[src/rtl/ps2_key_state_tracker.sv]
// ps2_key_state_tracker
// Turns a stream of PS/2 scancode bytes into a per-key held-state vector,
// a held-key count and a show-ahead FIFO of press/release events.
// Typematic repeats and breaks of keys that are not held produce nothing,
// so each physical keystroke yields exactly one press and one release.
// Optional feature macro: EXTENDED_KEYS_EN (decode the 0xE0 prefix and
// widen the key space to 512 entries indexed by {ext, code}).
module ps2_key_state_tracker #(
    parameter int FIFO_DEPTH = 8,
    parameter int CNT_W      = 10,
`ifdef EXTENDED_KEYS_EN
    localparam int KEY_STATE_W = 512
`else
    localparam int KEY_STATE_W = 256
`endif
) (
    input  logic                   CLOCK_50,
    input  logic                   resetn,
    input  logic                   recievedNewData,
    input  logic [7:0]             newData,
    input  logic                   clearAll,
    output logic [KEY_STATE_W-1:0] inputStateStorage,
    output logic [CNT_W-1:0]       heldCount,
    output logic                   eventValid,
    output logic [9:0]             eventData,
    input  logic                   eventReady,
    output logic                   overflow
);

    localparam int AW     = $clog2(FIFO_DEPTH);
    localparam int IDX_W  = $clog2(KEY_STATE_W);

`ifdef EXTENDED_KEYS_EN
    typedef enum logic [1:0] {IDLE, BRK, EXT, EXT_BRK} parse_state_t;
`else
    typedef enum logic [0:0] {IDLE, BRK} parse_state_t;
`endif

    parse_state_t state_reg;

    logic [KEY_STATE_W-1:0] state_vec_reg;
    logic [CNT_W-1:0]       held_cnt_reg;

    logic [9:0]  mem [FIFO_DEPTH];
    logic [AW-1:0] wr_ptr_reg;
    logic [AW-1:0] rd_ptr_reg;
    logic [AW:0]   count_reg;
    logic [9:0]    head_reg;
    logic [9:0]    head_next;
    logic          overflow_reg;

    logic is_f0;
    logic is_e0;
    logic is_nonkey;
    logic is_key;
    logic key_strobe;
    logic key_brk;
    logic key_ext;
    logic [IDX_W-1:0] key_idx;
    logic key_held;
    logic do_set;
    logic do_clr;
    logic push_req;
    logic [9:0] push_data;
    logic pop;
    logic full;
    logic push_ok;
    logic drop;

    // Classify the incoming byte: prefixes, protocol/non-key bytes, key codes.
    always_comb begin
        is_f0 = (newData == 8'hF0);
        is_e0 = (newData == 8'hE0);
        case (newData)
            8'h00, 8'hAA, 8'hE1, 8'hEE, 8'hFA,
            8'hFC, 8'hFD, 8'hFE, 8'hFF: is_nonkey = 1'b1;
            default:                    is_nonkey = 1'b0;
        endcase
        // Without extended decoding 0xE0 is neither prefix nor key: it is ignored.
        is_key = !is_f0 && !is_e0 && !is_nonkey;
    end

    // Decide what a key byte means given the pending prefixes, and whether
    // it changes the held state (repeats and stray breaks are filtered here).
    always_comb begin
        key_strobe = recievedNewData && !clearAll && is_key;
`ifdef EXTENDED_KEYS_EN
        key_brk = (state_reg == BRK) || (state_reg == EXT_BRK);
        key_ext = (state_reg == EXT) || (state_reg == EXT_BRK);
        key_idx = {key_ext, newData};
`else
        key_brk = (state_reg == BRK);
        key_ext = 1'b0;
        key_idx = newData;
`endif
        key_held  = state_vec_reg[key_idx];
        do_set    = key_strobe && !key_brk && !key_held;
        do_clr    = key_strobe && key_brk && key_held;
        push_req  = do_set || do_clr;
        push_data = {do_set, key_ext, newData};
    end

    // Prefix parser: remembers pending break/extended prefixes between bytes.
    always_ff @(posedge CLOCK_50 or negedge resetn) begin
        if (!resetn) begin
            state_reg <= IDLE;
        end else if (clearAll) begin
            state_reg <= IDLE;
        end else if (recievedNewData) begin
            case (state_reg)
`ifdef EXTENDED_KEYS_EN
                IDLE: begin
                    if (is_f0)      state_reg <= BRK;
                    else if (is_e0) state_reg <= EXT;
                    else            state_reg <= IDLE;
                end
                BRK: begin
                    if (is_f0)      state_reg <= BRK;
                    else if (is_e0) state_reg <= EXT_BRK;
                    else            state_reg <= IDLE;
                end
                EXT: begin
                    if (is_f0)      state_reg <= EXT_BRK;
                    else if (is_e0) state_reg <= EXT;
                    else            state_reg <= IDLE;
                end
                EXT_BRK: begin
                    // Repeated prefixes keep the extended break pending.
                    if (is_f0 || is_e0) state_reg <= EXT_BRK;
                    else                state_reg <= IDLE;
                end
`else
                IDLE: begin
                    if (is_f0) state_reg <= BRK;
                    else       state_reg <= IDLE;
                end
                BRK: begin
                    // 0xE0 is transparent here so that E0 F0 xx acts as F0 xx.
                    if (is_f0 || is_e0) state_reg <= BRK;
                    else                state_reg <= IDLE;
                end
`endif
                default: state_reg <= IDLE;
            endcase
        end
    end

    // Held-key vector and count move together so the count always matches.
    always_ff @(posedge CLOCK_50 or negedge resetn) begin
        if (!resetn) begin
            state_vec_reg <= '0;
            held_cnt_reg  <= '0;
        end else if (clearAll) begin
            state_vec_reg <= '0;
            held_cnt_reg  <= '0;
        end else if (do_set) begin
            state_vec_reg[key_idx] <= 1'b1;
            held_cnt_reg           <= held_cnt_reg + CNT_W'(1);
        end else if (do_clr) begin
            state_vec_reg[key_idx] <= 1'b0;
            held_cnt_reg           <= held_cnt_reg - CNT_W'(1);
        end
    end

    // FIFO control: a pop in the same cycle frees the slot a full push needs.
    always_comb begin
        pop     = eventReady && (count_reg != '0) && !clearAll;
        full    = (count_reg == (AW+1)'(FIFO_DEPTH));
        push_ok = push_req && (!full || pop);
        drop    = push_req && full && !pop;

        // The head is kept in a register so eventData holds when the FIFO empties.
        head_next = head_reg;
        if (count_reg == '0) begin
            if (push_ok) head_next = push_data;
        end else if (pop) begin
            if (count_reg > (AW+1)'(1)) head_next = mem[rd_ptr_reg + AW'(1)];
            else if (push_ok)           head_next = push_data;
        end
    end

    // Event storage array; written only, read through the head register.
    always_ff @(posedge CLOCK_50) begin
        if (push_ok) mem[wr_ptr_reg] <= push_data;
    end

    // FIFO pointers, occupancy, head register and sticky overflow.
    always_ff @(posedge CLOCK_50 or negedge resetn) begin
        if (!resetn) begin
            wr_ptr_reg   <= '0;
            rd_ptr_reg   <= '0;
            count_reg    <= '0;
            head_reg     <= '0;
            overflow_reg <= 1'b0;
        end else if (clearAll) begin
            wr_ptr_reg   <= '0;
            rd_ptr_reg   <= '0;
            count_reg    <= '0;
            overflow_reg <= 1'b0;
        end else begin
            if (push_ok) wr_ptr_reg <= wr_ptr_reg + AW'(1);
            if (pop)     rd_ptr_reg <= rd_ptr_reg + AW'(1);
            if (push_ok && !pop)      count_reg <= count_reg + (AW+1)'(1);
            else if (pop && !push_ok) count_reg <= count_reg - (AW+1)'(1);
            head_reg <= head_next;
            if (drop) overflow_reg <= 1'b1;
        end
    end

    assign inputStateStorage = state_vec_reg;
    assign heldCount         = held_cnt_reg;
    assign eventValid        = (count_reg != '0);
    assign eventData         = head_reg;
    assign overflow          = overflow_reg;

endmodule

[config.mk]
export PLATFORM = sky130hd
export DESIGN_NAME = ps2_key_state_tracker
export DESIGN_NICKNAME = d
export VERILOG_FILES = /design/src/rtl/ps2_key_state_tracker.sv
export SDC_FILE = /design/constraint.sdc
export NUM_CORES = 1
export LEC_CHECK = 0
export CORE_AREA = 2 2 221 223
export CTS_CLUSTER_SIZE = 12
export DETAILED_ROUTE_END_ITERATION = 16
export DIE_AREA = 0 0 223 225
export GPL_TIMING_DRIVEN = 0
export MAX_ROUTING_LAYER = met4
export PLACE_DENSITY_LB_ADDON = 0.25
export SLEW_MARGIN = 20
export SYNTH_ARGS = -nofsm -noshare
export SYNTH_HDL_FRONTEND = slang
export SYNTH_SLANG_ARGS = --single-unit
[constraint.sdc]
create_clock -name CLOCK_50 -period 3.9 [get_ports CLOCK_50]
set_input_delay 0.39 -clock CLOCK_50 [delete_from_list [all_inputs] [get_ports CLOCK_50]]
set_output_delay 0.39 -clock CLOCK_50 [all_outputs]
set_load 0.01 [all_outputs]
==> results of run 1 <==
[layout make-up]
class / count / area, um^2
clock buffer: 61 / 1171
fill: 4246 / 22660
timing repair buffer: 337 / 3421
multi-input combinational: 1418 / 8785
buffer: 178 / 1216
inverter: 19 / 82.58
tap: 615 / 769.5
clock inverter: 11 / 70.07
sequential: 360 / 9369
[Yosys cell counts (all sizes together) (5+ instances only)]
library cell / count
a32oi: 11
dfrtp: 288
nor3: 14
nand2: 286
nand4: 6
mux2: 12
a21oi: 23
edfxtp: 72
inv: 19
mux2i: 35
a211oi: 5
mux4: 70
o21ai: 470
nand3: 23
nor4: 6
buf: 63
a22o: 32
nor2b: 28
nor2: 293
o22a: 9
nand2b: 9
xnor2: 10
clkbuf: 115
o22ai: 9
ha: 13
[cell families (layout without fill, tap and decap cells)]
logic type / count (synthesis) / count (layout) / synth area share
simple gates: 681 / 681 / 0.1485
compound gates: 592 / 592 / 0.1743
flops: 360 / 360 / 0.4957
buf+inv: 197 / 606 / 0.05593
mux: 117 / 117 / 0.1095
fa+ha+maj: 14 / 14 / 0.009665
xor+xnor: 14 / 14 / 0.006487
[per-layer routing]
metal | share of wire | wire length (um) | vias to the layer above | track usage
met3 | 0.12 | 9952 | 322 | 0.08631
met1 | 0.39 | 32980 | 9004 | 0.4507
met5 | 0 | 0 | - | -
met4 | 0.060 | 5108 | 0 | 0.1751
li1 | - | - | 7746 | -
met2 | 0.44 | 37370 | 1386 | 0.5087
[where the power goes]
group	switching [mW]	internal (mW)
combinational	1.22	0.867
clock	1.63	2.08
sequential	0.0802	3.94
total	2.93	6.88
[timing repair]
item | 4_1_cts | 5_1_grt
pin swaps | 23 | 12
resized for setup | 102 | 50
hold endpoints to repair | 51 | 0
hold buffers | 1 | 0
buffers inserted | 25 | 18
setup endpoints to repair | 353 | 268
gates cloned | 0 | 1
[metrics by stage]
stage / hold slack, ps / setup TNS [ps]
2_1_floorplan: 94.41 / -836.9
3_3_place_gp: 488.3 / -3660850
3_5_place_dp: 326.7 / -723940
4_1_cts: 73.12 / -848.1
5_1_grt: 97.20 / -1575
6_report: 95.39 / -773.0
[worst max path at each step]
stage                                      start                    end  slack (ps)  depth (start not counted)
after floorplan                       newData[1]           heldCount[9]        -340                         21
after global placement                    resetn  inputStateStorage[46]      -10300                          1
after detailed placement              newData[3]           heldCount[9]       -3000                         23
after CTS                 inputStateStorage[245]           heldCount[9]        -310                         20
after global routing      inputStateStorage[245]           heldCount[9]        -440                         19
final                     inputStateStorage[245]           heldCount[9]        -290                         19
==> summary.log, run 1 <==
INFO  critical_path  worst_setup_path_type=flip-flop to flip-flop
INFO  clocking       max-clock-path-buffers=3
INFO  sta            maxClockFrequency=238.6MHz
INFO  flow_run       drv.max_cap_violation_count=0
INFO  global_routing grt_pass1_vias=17670
INFO  min_path       worstHoldEndpoint=mem[7][1]
INFO  layout         insertedDiodeCount=0
INFO  critical_path  cell_breakdown_of_the_critical_path=mux4_2, mux4_2, or2_1, a31oi_2, o311ai_4, a21oi_4, buf_6, inv_8, ha_4, a21o_1, a21oi_2, o21bai_1, a21oi_2, o21bai_1, a21oi_2, o21ai_2, xnor2_2, mux2i_1, o2bb2ai_1
INFO  layout         layout-drive-gt1-share=0.1456
INFO  critical_path  worst_setup_path_end_kind=flip-flop
INFO  die            floorplan.die_area=50180um^2
INFO  critical_path  ff2ff_setup_slack=-290ps
INFO  layout         post-route-util=0.5234
INFO  die            core=47550um^2
INFO  yosys          synth_sequential_area_ratio=0.4957
INFO  layout         design_area=24880um^2
INFO  critical_path  worst_path_max_delay_cell=sky130_fd_sc_hd__mux4_2
INFO  yosys          post_synth_num_cell_types=70
INFO  global_routing grt_first_pass_wirelength=122700um
INFO  die            num_rows=80
INFO  yosys          postSynthNetCount=2002
INFO  status         status=finished with violations
INFO  critical_path  reg2reg_to=heldCount[9]
INFO  critical_path  worst_setup_path_start_kind=flip-flop
INFO  pwr            cellPowerDensity=394.4nW/um^2
INFO  placement      detailedPlace.worstSlack=-3003ps
INFO  sta            final.setup.worst_slack=-291.3ps
INFO  yosys          syn_area=18900um^2
INFO  yosys          synth.top_cells.by_area=sky130_fd_sc_hd__dfrtp_1 38%, sky130_fd_sc_hd__edfxtp_1 11%, sky130_fd_sc_hd__mux4_2 8.1%
INFO  critical_path  required=4400ps
INFO  global_routing gr-total-overflow=0
INFO  sta            final-setup-viol-count=4
INFO  yosys          syn-mean-instance-area=9.571um^2
INFO  critical_path  critical-path-top-delay-family=compound AO/OA/AOI/OAI gates
INFO  critical_path  critical_path_arrival=4690ps
INFO  pwr            irDropWorstVdd=0.2726mV
INFO  yosys          netlist.area_leader.share=0.3813
INFO  sta            period_needed=4191ps
INFO  global_routing grtUsageTotal=0.3477
INFO  status         violated_checks=setup timing
INFO  sta            post-route-period-util=1.075
INFO  layout         finalNetCount=2382
INFO  min_path       timing.hold.worst_path_depth=1
INFO  critical_path  worstReg2RegStart=inputStateStorage[245]
INFO  layout         layout.cells.most_common=sky130_fd_sc_hd__o21ai_1
INFO  drt            vias=18460
INFO  die            start_util=0.3976
INFO  drt            ant_nets=0
INFO  layout         layout_common_cells=293 x sky130_fd_sc_hd__o21ai_1, 288 x sky130_fd_sc_hd__dfrtp_1, 285 x sky130_fd_sc_hd__nor2_1
INFO  drt            drt-total-wl=85410um
INFO  yosys          ys_ff_latch=360
INFO  drt            post_drt_wl_per_cell=28.48um
INFO  drt            total_iterations_of_the_first_detailed_routing_run=6
INFO  clocking       cts.root.buffer_cell=sky130_fd_sc_hd__clkbuf_16
INFO  yosys          postSynth.topFlopCell=sky130_fd_sc_hd__dfrtp_1
INFO  sta            worst_slew_margin_rel=0.1080
INFO  die            dieHeight=225um
INFO  global_routing pin_count_of_the_biggest_net_entering_global_routing=94
INFO  drt            detailedRoute.firstIterationViolations=2524
INFO  critical_path  worst_path_most_repeated_cell=sky130_fd_sc_hd__a21oi_2
INFO  placement      placed_area=22790um^2
INFO  clocking       clk-insertion-delay-late=580ps
INFO  drt            drc=0
INFO  drt            viasPerCell=6.155
INFO  layout         post_synthesis_to_final_layout_area_growth=31.65%
INFO  critical_path  peak_per_stage_delay_on_the_critical_path=530ps
INFO  yosys          synthArstFlopShare=0.8000
INFO  placement      port_buffers=290
INFO  critical_path  crit_buf_inv=2
INFO  sta            worst_pin_slew=1338ps
INFO  die            boundaryPins=291
INFO  sta            slew_viol_final=0
INFO  sta            setup_repair_after_global_routing_missed_its_margin=true
INFO  pwr            power.static_leakage=9.654nW
INFO  placement      dp.cells=2883
INFO  yosys          synth-warning-count=0
INFO  pwr            total_power=9.815mW
INFO  sta            clock_skew=21.35ps
INFO  min_path       hold_class=input pin to flip-flop
INFO  placement      dpl.hpwl=59080um
INFO  layout         layout.cells.non_filler=2999
INFO  layout         flip_flop_count_of_the_largest_register_after_layout=256
INFO  critical_path  maximum_fanout_count_along_the_critical_path=6
INFO  min_path       min_from=newData[1]
INFO  clocking       tritoncts=built
INFO  clocking       cts_made_buffers=41
INFO  clocking       h-tree-depth=2
INFO  yosys          synth_edf_count=72
INFO  clocking       clock_transition_at_the_registers_of_the_reported_paths=60ps
INFO  die            die_width=223um
INFO  yosys          synth_top_cell_by_area=sky130_fd_sc_hd__dfrtp_1
INFO  global_routing number_of_antenna_violations_at_the_first_check_in_global_routing=2
INFO  placement      gp_congestion=0.9766
INFO  yosys          synth_cells=1975
INFO  clocking       cts.sink_count=360
INFO  critical_path  ff2ff_path_depth=19
INFO  sta            hold_viol_final=0
Power figures use the tool's default switching activity.
==> inputs of run 2 (changes only) <==
SLEW_MARGIN = default   (was 20)
==> run 2 against run 1 <==
Against the previous run:
- the flow still finishes with violations (setup timing)
- critical path depth increased by 6
- count of clock-buffer cells in the layout decreased by 5
- critical path type is now input pin to flip-flop
- maximum frequency decreased by 1.2%
- clock skew increased by 3.8 ps
- via count increased by 0.25%
- clock power increased by 10%
- sequential power about the same
- sequential share of layout area about the same
- global-route usage decreased by 0.13 points
- critical endpoint unchanged
==> summary.log, run 2 (synthesized netlist as in run 1, its figures left out) <==
INFO  layout         multi_input_comb_area=8791um^2 [about the same]
INFO  layout         layout-drive-gt1-share=0.1403 [-0.005276]
INFO  critical_path  worst_path_most_repeated_cell=sky130_fd_sc_hd__buf_12
INFO  layout         design_area=24920um^2 [+0.13%]
INFO  pwr            power.static_leakage=9.657nW [about the same]
INFO  clocking       cts.sink_count=360 [unchanged]
INFO  drt            viasPerCell=6.177 [+0.36%]
INFO  sta            clock_skew=25.16ps [+3.806 ps]
INFO  drt            drt-total-wl=85550um [+0.16%]
INFO  min_path       timing.hold.worst_path_depth=1 [unchanged]
INFO  layout         ff_latch_area=9369um^2 [unchanged]
INFO  placement      port_buffers=290 [unchanged]
INFO  placement      gp_congestion=0.9766 [unchanged]
INFO  critical_path  ff2ff_path_depth=19 [unchanged]
INFO  drt            drc=0 [unchanged]
INFO  die            floorplan.die_area=50180um^2 [unchanged]
INFO  layout         finalNetCount=2375 [-0.29%]
INFO  critical_path  critical-path-top-delay-family=compound AO/OA/AOI/OAI gates
INFO  clocking       tritoncts=built
INFO  sta            whs=82.66ps [-12.74 ps]
INFO  critical_path  worst_path_max_delay_cell=sky130_fd_sc_hd__a2111oi_0
INFO  layout         layout.cells.non_filler=2996 [-0.10%]
INFO  drt            vias=18510 [+0.25%]
INFO  die            dieHeight=225um [unchanged]
INFO  critical_path  critical_path_arrival=4750ps [+60 ps]
INFO  sta            hold_viol_final=0 [unchanged]
INFO  global_routing number_of_antenna_violations_at_the_first_check_in_global_routing=2 [unchanged]
INFO  critical_path  cp_num_cells=25 [+6]
INFO  layout         insertedDiodeCount=0 [unchanged]
INFO  placement      detailedPlace.worstSlack=-2994ps [+9.750 ps]
INFO  sta            final.setup.worst_slack=-341.3ps [-50.04 ps]
INFO  die            core=47550um^2 [unchanged]
INFO  placement      placed_area=22730um^2 [-0.24%]
INFO  global_routing grt_first_pass_wirelength=122100um [-0.49%]
INFO  critical_path  peak_per_stage_delay_on_the_critical_path=510ps [-20 ps]
INFO  status         violated_checks=setup timing
INFO  critical_path  required=4410ps [about the same]
INFO  drt            post_drt_wl_per_cell=28.55um [+0.26%]
INFO  global_routing grt_pass1_vias=17680 [+0.074%]
INFO  global_routing pin_count_of_the_biggest_net_entering_global_routing=105 [+12%]
INFO  drt            total_iterations_of_the_first_detailed_routing_run=11 [+5]
INFO  die            start_util=0.3976 [unchanged]
INFO  critical_path  critPathLaunch=newData[1]
INFO  clocking       clk-insertion-delay-late=600ps [+20 ps]
INFO  clocking       h-tree-depth=2 [unchanged]
INFO  layout         layout_common_cells=293 x sky130_fd_sc_hd__o21ai_1, 288 x sky130_fd_sc_hd__dfrtp_1, 285 x sky130_fd_sc_hd__nor2_1
INFO  layout         flip_flop_count_of_the_largest_register_after_layout=256 [unchanged]
INFO  clocking       cts_made_buffers=42 [+2.4%]
INFO  layout         post_synthesis_to_final_layout_area_growth=31.81%
INFO  pwr            cellPowerDensity=409.3nW/um^2 [+3.8%]
INFO  die            die_width=223um [unchanged]
INFO  sta            period_needed=4241ps [+50.04 ps]
INFO  critical_path  worst_setup_path_end_kind=flip-flop
INFO  critical_path  worst_setup_path_type=input pin to flip-flop
INFO  critical_path  maximum_fanout_count_along_the_critical_path=10 [+4]
INFO  layout         fill_count=4274 [+0.66%]
INFO  drt            detailedRoute.firstIterationViolations=2869 [+14%]
INFO  critical_path  crit_buf_inv=9 [+7]
INFO  global_routing grtUsageTotal=0.3463 [-0.001312]
INFO  sta            slew_viol_final=0 [unchanged]
INFO  clocking       clock_transition_at_the_registers_of_the_reported_paths=60ps [about the same]
INFO  critical_path  worstReg2RegStart=inputStateStorage[245]
INFO  drt            ant_nets=0 [unchanged]
INFO  sta            final-setup-viol-count=6 [+2]
INFO  clocking       cts.root.buffer_cell=sky130_fd_sc_hd__clkbuf_16
INFO  sta            worst_slew_margin_rel=0.07199 [-0.03605]
INFO  min_path       min_from=newData[1]
INFO  layout         layout.cells.most_common=sky130_fd_sc_hd__o21ai_1
INFO  sta            setup_repair_after_global_routing_missed_its_margin=true
INFO  clocking       max-clock-path-buffers=3 [unchanged]
INFO  die            boundaryPins=291 [unchanged]
INFO  die            num_rows=80 [unchanged]
INFO  sta            worst_pin_slew=1392ps [+54.08 ps]
INFO  sta            totalNegativeSetupSlack=-954.6ps [-181.7 ps]
INFO  placement      dp.cells=2882 [-0.035%]
INFO  placement      dpl.hpwl=58900um [-0.30%]
INFO  critical_path  worst_setup_path_start_kind=input pin
INFO  flow_run       drv.max_cap_violation_count=0 [unchanged]
INFO  global_routing gr-total-overflow=0 [unchanged]
INFO  min_path       hold_class=input pin to flip-flop
INFO  sta            maxClockFrequency=235.8MHz [-1.2%]
INFO  pwr            irDropWorstVdd=0.3200mV [+17%]
INFO  status         status=finished with violations
INFO  sta            post-route-period-util=1.088 [+0.01283]
## run 2: cell types whose count changed in the layout (fill, tap and decap cells not counted), sizes merged
cell | previous run | this run
buf | 115 | 100
clkinv | 6 | 12
bufinv | 0 | 4
clkbuf | 173 | 175
dlymetal6s2s | 4 | 2
clkdlybuf4s50 | 281 | 282
clkinvlp | 4 | 3
dlygate4sd2 | 0 | 1
inv | 20 | 21
## run 2: what timing repair did
| action | in CTS | in global routing |
|---|---|---|
| hold endpoints to repair | 91 | 0 |
| resized for setup | 105 | 28 |
| setup endpoints to repair | 353 | 264 |
| hold buffers | 1 | 0 |
| pin swaps | 19 | 12 |
| cloned | 0 | 2 |
| setup buffers | 19 | 16 |
## run 2: metrics by stage
stage / total power, mW / utilization
global placement: 5.987 / 0.4767
global route: 10.52 / 0.5240
finish: 10.20 / 0.5240
floorplan: 5.299 / -
CTS: 10.15 / 0.5178
detailed placement: 6.030 / 0.4781
## run 2: final cells by class
cell class	count	area share
timing repair buffer	329	0.1335
tap	615	0.03088
clock inverter	21	0.009391
clock buffer	56	0.04635
sequential	360	0.3760
buffer	178	0.04766
inverter	19	0.003314
multi-input combinational	1418	0.3528
## run 2: power by group
part           internal [mW]  switching [mW]
Combinational          0.856            1.24
Sequential              3.94          0.0811
Clock                   2.37            1.72
Total                   7.16            3.04
## run 2: final timing paths
kind | endpoint | slack [ps]
worst max-delay path | heldCount[9] | -340
worst min-delay path | mem[1][1] | 80
worst max register to register | heldCount[9] | -320
worst min register to register | inputStateStorage[29] | 510
max in group asynchronous | inputStateStorage[89] | 2390
min in group asynchronous | eventData[6] | 420
## run 2: routing by layer
metal,track usage,wire (um),vias up
li1,-,-,7716
met1,0.4540,33470,9128
met2,0.5118,37530,1357
met3,0.07314,9583,304
met4,0.1719,4966,0
met5,-,0,-
